**config.mk**
```make
export PLATFORM = sky130hd
export DESIGN_NAME = eth_rx_mailbox
export DESIGN_NICKNAME = d
export VERILOG_FILES = /design/src/rtl/eth_rx_mailbox.sv
export SDC_FILE = /design/constraint.sdc
export NUM_CORES = 1
export LEC_CHECK = 0
export CAP_MARGIN = 10
export CORE_ASPECT_RATIO = 0.5
export CORE_MARGIN = 2
export CORE_UTILIZATION = 44
export CTS_CLUSTER_SIZE = 20
export DETAILED_ROUTE_END_ITERATION = 8
export PLACE_DENSITY = 0.63
export SYNTH_ARGS = -nofsm -noshare
export SYNTH_HDL_FRONTEND = slang
export SYNTH_SLANG_ARGS = --single-unit
export TNS_END_PERCENT = 10
```
**constraint.sdc**
```tcl
create_clock -name clk -period 3.7 [get_ports clk]
set_clock_uncertainty 0.05 [all_clocks]
set_input_delay 0.74 -clock clk [delete_from_list [all_inputs] [get_ports clk]]
set_output_delay 0.74 -clock clk [all_outputs]
set_load 0.02 [all_outputs]
```
**src/rtl/eth_rx_mailbox.sv**
```systemverilog
// eth_rx_mailbox: producer end of the CPU Ethernet receive mailbox.
// Captures MAC receive frames into two ping-pong banks and presents the oldest
// complete frame to the CPU. Optional macro ETH_RX_MBOX_DROP_CNT_EN adds the
// saturating drop_cnt output.
//
// Handshake: rx_* bytes are accepted on every cycle rx_valid is high (no
// backpressure). On the CPU side, eth_rx_ready (level) means a frame is
// presented; a 0->1 edge of eth_rx_read while ready releases that bank, and
// eth_rx_rdata returns the byte at eth_rx_raddr one cycle later.
module eth_rx_mailbox #(
    parameter int DEPTH   = 64,
    parameter int ADDR_W  = 6,
    parameter int MIN_LEN = 14
) (
    input  logic              clk,
    input  logic              reset,
    input  logic              rx_valid,
    input  logic [7:0]        rx_data,
    input  logic              rx_sof,
    input  logic              rx_eof,
    input  logic              rx_err,
    output logic              eth_rx_ready,
    input  logic              eth_rx_read,
    input  logic [ADDR_W-1:0] eth_rx_raddr,
    output logic [7:0]        eth_rx_rdata,
    output logic [ADDR_W:0]   eth_rx_len,
    output logic              eth_rx_trunc,
`ifdef ETH_RX_MBOX_DROP_CNT_EN
    output logic [7:0]        drop_cnt,
`endif
    output logic [1:0]        o_dbg_state,
    output logic              o_dbg_drop
);

    typedef enum logic [1:0] {
        S_IDLE    = 2'd0,
        S_CAPTURE = 2'd1,
        S_DISCARD = 2'd2
    } state_t;

    localparam logic [ADDR_W:0] DEPTH_C = (ADDR_W + 1)'(DEPTH);
    localparam logic [ADDR_W:0] MIN_C   = (ADDR_W + 1)'(MIN_LEN);

    state_t            r_state;
    logic [ADDR_W:0]   r_wcnt;
    logic              r_wtrunc;
    logic [1:0]        r_full;
    logic              r_wr_bank;
    logic              r_rd_bank;
    logic [ADDR_W:0]   r_len [2];
    logic [1:0]        r_trunc;
    logic              r_read_d;
    logic [7:0]        r_rdata;
    logic [7:0]        r_mem [2*DEPTH];

    state_t            w_next_state;
    logic              w_we;
    logic [ADDR_W-1:0] w_waddr;
    logic [ADDR_W:0]   w_cnt;
    logic              w_trunc;
    logic              w_eof_eval;
    logic              w_commit;
    logic              w_drop;
    logic              w_rel;

    // Write FSM: next state, RAM write, and end-of-frame commit/drop decision
    always_comb begin
        w_next_state = r_state;
        w_we         = 1'b0;
        w_waddr      = '0;
        w_cnt        = r_wcnt;
        w_trunc      = r_wtrunc;
        w_eof_eval   = 1'b0;
        w_commit     = 1'b0;
        w_drop       = 1'b0;
        case (r_state)
            S_IDLE, S_DISCARD: begin
                if (rx_valid) begin
                    if (rx_sof) begin
                        if (!r_full[r_wr_bank]) begin
                            w_we         = 1'b1;
                            w_cnt        = (ADDR_W + 1)'(1);
                            w_trunc      = 1'b0;
                            w_eof_eval   = rx_eof;
                            w_next_state = rx_eof ? S_IDLE : S_CAPTURE;
                        end else begin
                            // Both banks occupied: this frame is lost.
                            w_drop       = 1'b1;
                            w_next_state = rx_eof ? S_IDLE : S_DISCARD;
                        end
                    end else if (r_state == S_DISCARD && rx_eof) begin
                        w_next_state = S_IDLE;
                    end
                end
            end
            S_CAPTURE: begin
                if (rx_valid) begin
                    if (rx_sof) begin
                        // A new sof abandons the frame in progress silently.
                        w_we    = 1'b1;
                        w_cnt   = (ADDR_W + 1)'(1);
                        w_trunc = 1'b0;
                    end else if (r_wcnt < DEPTH_C) begin
                        w_we    = 1'b1;
                        w_waddr = r_wcnt[ADDR_W-1:0];
                        w_cnt   = r_wcnt + 1'b1;
                    end else begin
                        w_trunc = 1'b1;
                    end
                    if (rx_eof) begin
                        w_eof_eval   = 1'b1;
                        w_next_state = S_IDLE;
                    end
                end
            end
            default: w_next_state = S_IDLE;
        endcase
        if (w_eof_eval) begin
            if (rx_err || (w_cnt < MIN_C)) begin
                w_drop = 1'b1;
            end else begin
                w_commit = 1'b1;
            end
        end
    end

    assign w_rel = eth_rx_read & ~r_read_d & r_full[r_rd_bank];

    // FSM state and per-frame capture counters
    always_ff @(posedge clk) begin
        if (reset) begin
            r_state  <= S_IDLE;
            r_wcnt   <= '0;
            r_wtrunc <= 1'b0;
        end else begin
            r_state  <= w_next_state;
            r_wcnt   <= w_cnt;
            r_wtrunc <= w_trunc;
        end
    end

    // Bank bookkeeping: commit fills the write bank, release empties the read bank
    always_ff @(posedge clk) begin
        if (reset) begin
            r_full    <= 2'b00;
            r_wr_bank <= 1'b0;
            r_rd_bank <= 1'b0;
            r_len[0]  <= '0;
            r_len[1]  <= '0;
            r_trunc   <= 2'b00;
            r_read_d  <= 1'b0;
        end else begin
            r_read_d <= eth_rx_read;
            if (w_commit) begin
                r_full[r_wr_bank]  <= 1'b1;
                r_len[r_wr_bank]   <= w_cnt;
                r_trunc[r_wr_bank] <= w_trunc;
                r_wr_bank          <= ~r_wr_bank;
            end
            if (w_rel) begin
                r_full[r_rd_bank] <= 1'b0;
                r_rd_bank         <= ~r_rd_bank;
            end
        end
    end

    // Frame RAM write port; contents intentionally not reset
    always_ff @(posedge clk) begin
        if (w_we) begin
            r_mem[{r_wr_bank, w_waddr}] <= rx_data;
        end
    end

    // Registered CPU read port, refreshed every cycle
    always_ff @(posedge clk) begin
        if (reset) begin
            r_rdata <= 8'h00;
        end else begin
            r_rdata <= r_mem[{r_rd_bank, eth_rx_raddr}];
        end
    end

`ifdef ETH_RX_MBOX_DROP_CNT_EN
    logic [7:0] r_drop_cnt;

    // Saturating count of dropped frames, cleared only by reset
    always_ff @(posedge clk) begin
        if (reset) begin
            r_drop_cnt <= 8'h00;
        end else if (w_drop && r_drop_cnt != 8'hFF) begin
            r_drop_cnt <= r_drop_cnt + 8'h01;
        end
    end

    assign drop_cnt = r_drop_cnt;
`endif

    assign eth_rx_ready = r_full[r_rd_bank];
    assign eth_rx_len   = r_len[r_rd_bank];
    assign eth_rx_trunc = r_trunc[r_rd_bank];
    assign eth_rx_rdata = r_rdata;
    assign o_dbg_state  = r_state;
    assign o_dbg_drop   = w_drop;

endmodule

```
# Yosys cells after proc, flatten, opt, wreduce, memory -nomap -nowiden
# Memory sizes are Yosys's and may differ from the RTL's. A register that Yosys moved wholly into a read port is not among the register bits.
# Cells that the tools add are included.
# op_classes
add_sub_neg	1
order_cmp	6
n_eq_ne	6
muxes	74
bitwise	8
n_reduce_logical	8
# op_table
operator	n
$mux 7	7
$mux 1	45
$mux 6	4
$mux 2	10
$pmux 7 s2	1
$add 7x1->7 const B	1
$lt 7x4->1 const B	1
$lt 7x7->1 const B	1
$reduce_or 7->1	1
$ne 2x2->1 const B	3
$pmux 1 s2	3
$lt 1x2->1 const B	2
$pmux 2 s2	1
$reduce_and 4->1	1
$logic_and 1x1->1	3
$ne 3x3->1 const B	1
$not 1->1	3
$and 1x1->1	2
$and 2x2->2	1
$bwmux 2	1
$demux 1 s1	2
$eq 2x1->1 const B	1
$eq 2x2->1 const B	1
$ge 1x1->1 const B	2
5 further kinds	5
# totals
regBits	17
ram_bits	1038
in_bits	21
memories	2
# mem_list
memory	words	width	rd	rd_clocked_by_memory_dff	wr	line	text
r_mem	128	8	1	1	1	54	logic [7:0] r_mem [2*DEPTH];
r_len	2	7	1	1	2	50	logic [ADDR_W:0] r_len [2];

# Depth between registers and ports, before layout
# logic_depth
depth_word	15
mapped_depth	10
depth_no_buf	7

# Worst setup path before layout
# Ideal clock, no wire load.
# synth_timing
path_type	input to output
from	input port rx_sof
to	output port o_dbg_drop
t_arrival_ps	2491
required_ps	2910
path_slack_ps	419
cell_stages	7
n_path_buf	1
path_cell_list	clkbuf_1 > nand2_1 > o31a_1 > o21ai_0 > and4_1 > a21oi_1 > o22ai_1
# synth_between
elab_chain_cells	7
elab_cells_between_ends	15
classes_between	order compare: 1; mux: 13; reduce/logical: 1
# synth_lines
item	line	text
start: declaration	19	input logic rx_sof,
$mux 7, on equally long branches	98, 79	
$mux 7, on equally long branches	97, 78	
$pmux 7 s2	76	case (r_state)
$lt 7x4->1	119	if (rx_err || (w_cnt < MIN_C)) begin
$logic_or 1x1->1	119	
$mux 1	119	
$mux 1 (*)	118	if (w_eof_eval) begin
end: declaration	32	output logic o_dbg_drop
# Every way passes the cells marked *; elsewhere a longest branch is shown, timed or not.

# Worst setup path after layout
# Same ends and word-level chain as after synthesis.

==> reports/metrics.cfg <==
[sta]
setup_violations=0
setup_tns_ns=0
worstMarginPinSlew_ns=1.12
hold_ws_ns=0.298
relSlewSlack_pct=24.9
slew_viol_final=0
finalHoldViolCount=0
post-route-period-util_pct=95.8
rsz0062_at_grt=false
period_needed_ns=3.54
fmax_mhz=282

[clocking]
clk_latency_ns=0.68
cts_buffers=94
root_buffer=clkbuf_16
cts_hold_buf=0
cts_buffer_depth=3
clk_pin_slew_ns=0.07
h-tree-depth=3
cts_tree=built
post_cts_buffers=0
cts.sinks=1064

[synthesis]
ys.flop_type=edfxtp_1
yosys_register_bits=1064
async_flop_share_pct=0
syn_area_um2=41300
yosys_warnings=0
synth_edf_count=1038
avgSynthCellArea_um2=21.3
ys_types=61
syn_nets=1960
ys_seq_area_share_pct=76.7
postSynthCellCount=1937

[detailed_routing]
dr_wl_met2_um=44300
wl_met3_um=7780
ant_nets=0
wl_per_cell_um=26.6
wirelength_um=95300
wl_met1_um=41300
vias=20500
drt_iter0_markers=2151
dr.pass1.iters=5
viasPerCell=5.73
routed.top_layer=met4
route.detailed.drc=0

[cells_and_area]
drive_gt1_share_pct=31.5
area_growth_pct=16.9
utilization_pct=52.0
final_cells=3583
layout_common_cells=1038 x edfxtp_1, 275 x buf_4, 272 x mux4_2
nets=2274
final_common_cell=edfxtp_1

[place]
place_congestion=0.833
placed_cells=3410
hpwl_um=60300
portBuffers=40

[critical_path]
worstSetupStartpointType=primary input
end_kind=output port
crit_required_ns=2.91
regToRegStartpoint=r_wr_bank
r2r_cells=5
critPathArrivalTime_ns=2.75
path_max_fanout=5
startpoint=rx_sof
path_class=primary input to output port

[run]
maxCapViolations=0

[power_and_ir_drop]
ir_worst_vdd_mv=0.335
power.total_mw=24.0
p_per_area_nw_per_um2=497
p_leak_nw=15.5

[worst_hold_path]
hold_class=primary input to flop
worstHoldStart=rx_data[4]
hold_path_depth=1

[floorplan]
fp-row-count=79
die_h_um=221
core-area_um2=93000
die_x_um=437
io_pins=41
initial_core_util_pct=44.4
fp.dieArea_um2=96600

[global_route]
grt_overflow=0
antenna_found_initial=2
grt_max_degree=129
first_global_vias=20200
grt_pass1_wl_um=138000
grt_usage_pct=19.8

[run_status]
status=finished, final reports clean

-- through the flow --
step                setup WS, ns  cell area, um2
finish                     0.156           48300
global placement          -0.440           45300
floorplan                  0.419           41300
global route              0.0471           48300
detailed placement        -0.440           45300
CTS                       0.0120           48300
-- power by group --
| group | internal [mW] | switching [mW] |
|---|---|---|
| Combinational | 0.493 | 0.689 |
| Sequential | 13.2 | 0.0126 |
| Clock | 5.25 | 4.35 |
| Total | 19.0 | 5.06 |
-- Yosys cell counts, drive strengths merged (6+ instances only) --
cell type	n	area share (%)
a221oi	12	0.25
clkbuf	69	0.63
a211oi	8	0.15
mux4	272	15
nor2	151	1.4
nor3	14	0.17
nand3	28	0.34
nand4	11	0.17
a22oi	31	0.56
edfxtp	1038	75
nor2b	18	0.27
and2	13	0.20
a22o	15	0.32
buf	44	0.51
dfxtp	26	1.3
mux2i	57	1.4
o22ai	6	0.091
nand2	20	0.18
o21ai	8	0.097
mux2	14	0.39
a21oi	25	0.30
-- worst max-delay path, cell delays in order --
cell	delay, ns
clkdlybuf4s50_1	0.49
or4b_1	0.54
a31o_1	0.26
a211o_4	0.31
a21oi_1	0.14
o22ai_1	0.10
buf_2	0.17
-- state kept, by name (all words and copies together) (netlist names), 2 cells and up, named ones only --
register / count
r_wcnt: 7
r_trunc: 2
r_len: 14
eth_rx_rdata: 8
o_dbg_state: 2
r_full: 2
r_mem: 1024
-- logic make-up after synthesis --
kind of cell	after synthesis	synth area share, %
adders and majority gates	2	0.0605
AOI/OAI and AO/OA	124	2.23
buffers and inverters	117	1.18
and+or+nand+nor	287	3.26
DFF	1064	76.7
muxes	343	16.6
-- per-layer routing --
layer	GRT usage (%)	vias to the layer above
li1	-	8743
met1	28.9	10900
met2	30.6	810
met3	4.08	129
met4	4.93	0
met5	0	-
-- area by class of cell --
class                           count  area [um2]
Fill cell                        7155       44700
Clock inverter                     53         475
Clock buffer                      119        2510
Antenna cell                        1        2.50
Inverter                            4        15.0
Timing Repair Buffer              331        2870
Sequential cell                  1064       31700
Tap cell                         1255        1570
Multi-Input combinational cell    756        9190
-- worst paths after layout --
check	slack [ns]	to
max	0.16	o_dbg_drop
max reg2reg	0.59	r_mem[1][5]
min reg2reg	0.50	r_full[1]
min	0.30	r_mem[94][4]
-- timing repair --
action / in CTS / in global routing
setup endpoints to repair: 1 / 1
resized for setup: 7 / 7
pin swaps: 0 / 1
No activity file was read; power rests on OpenSTA's default activity.
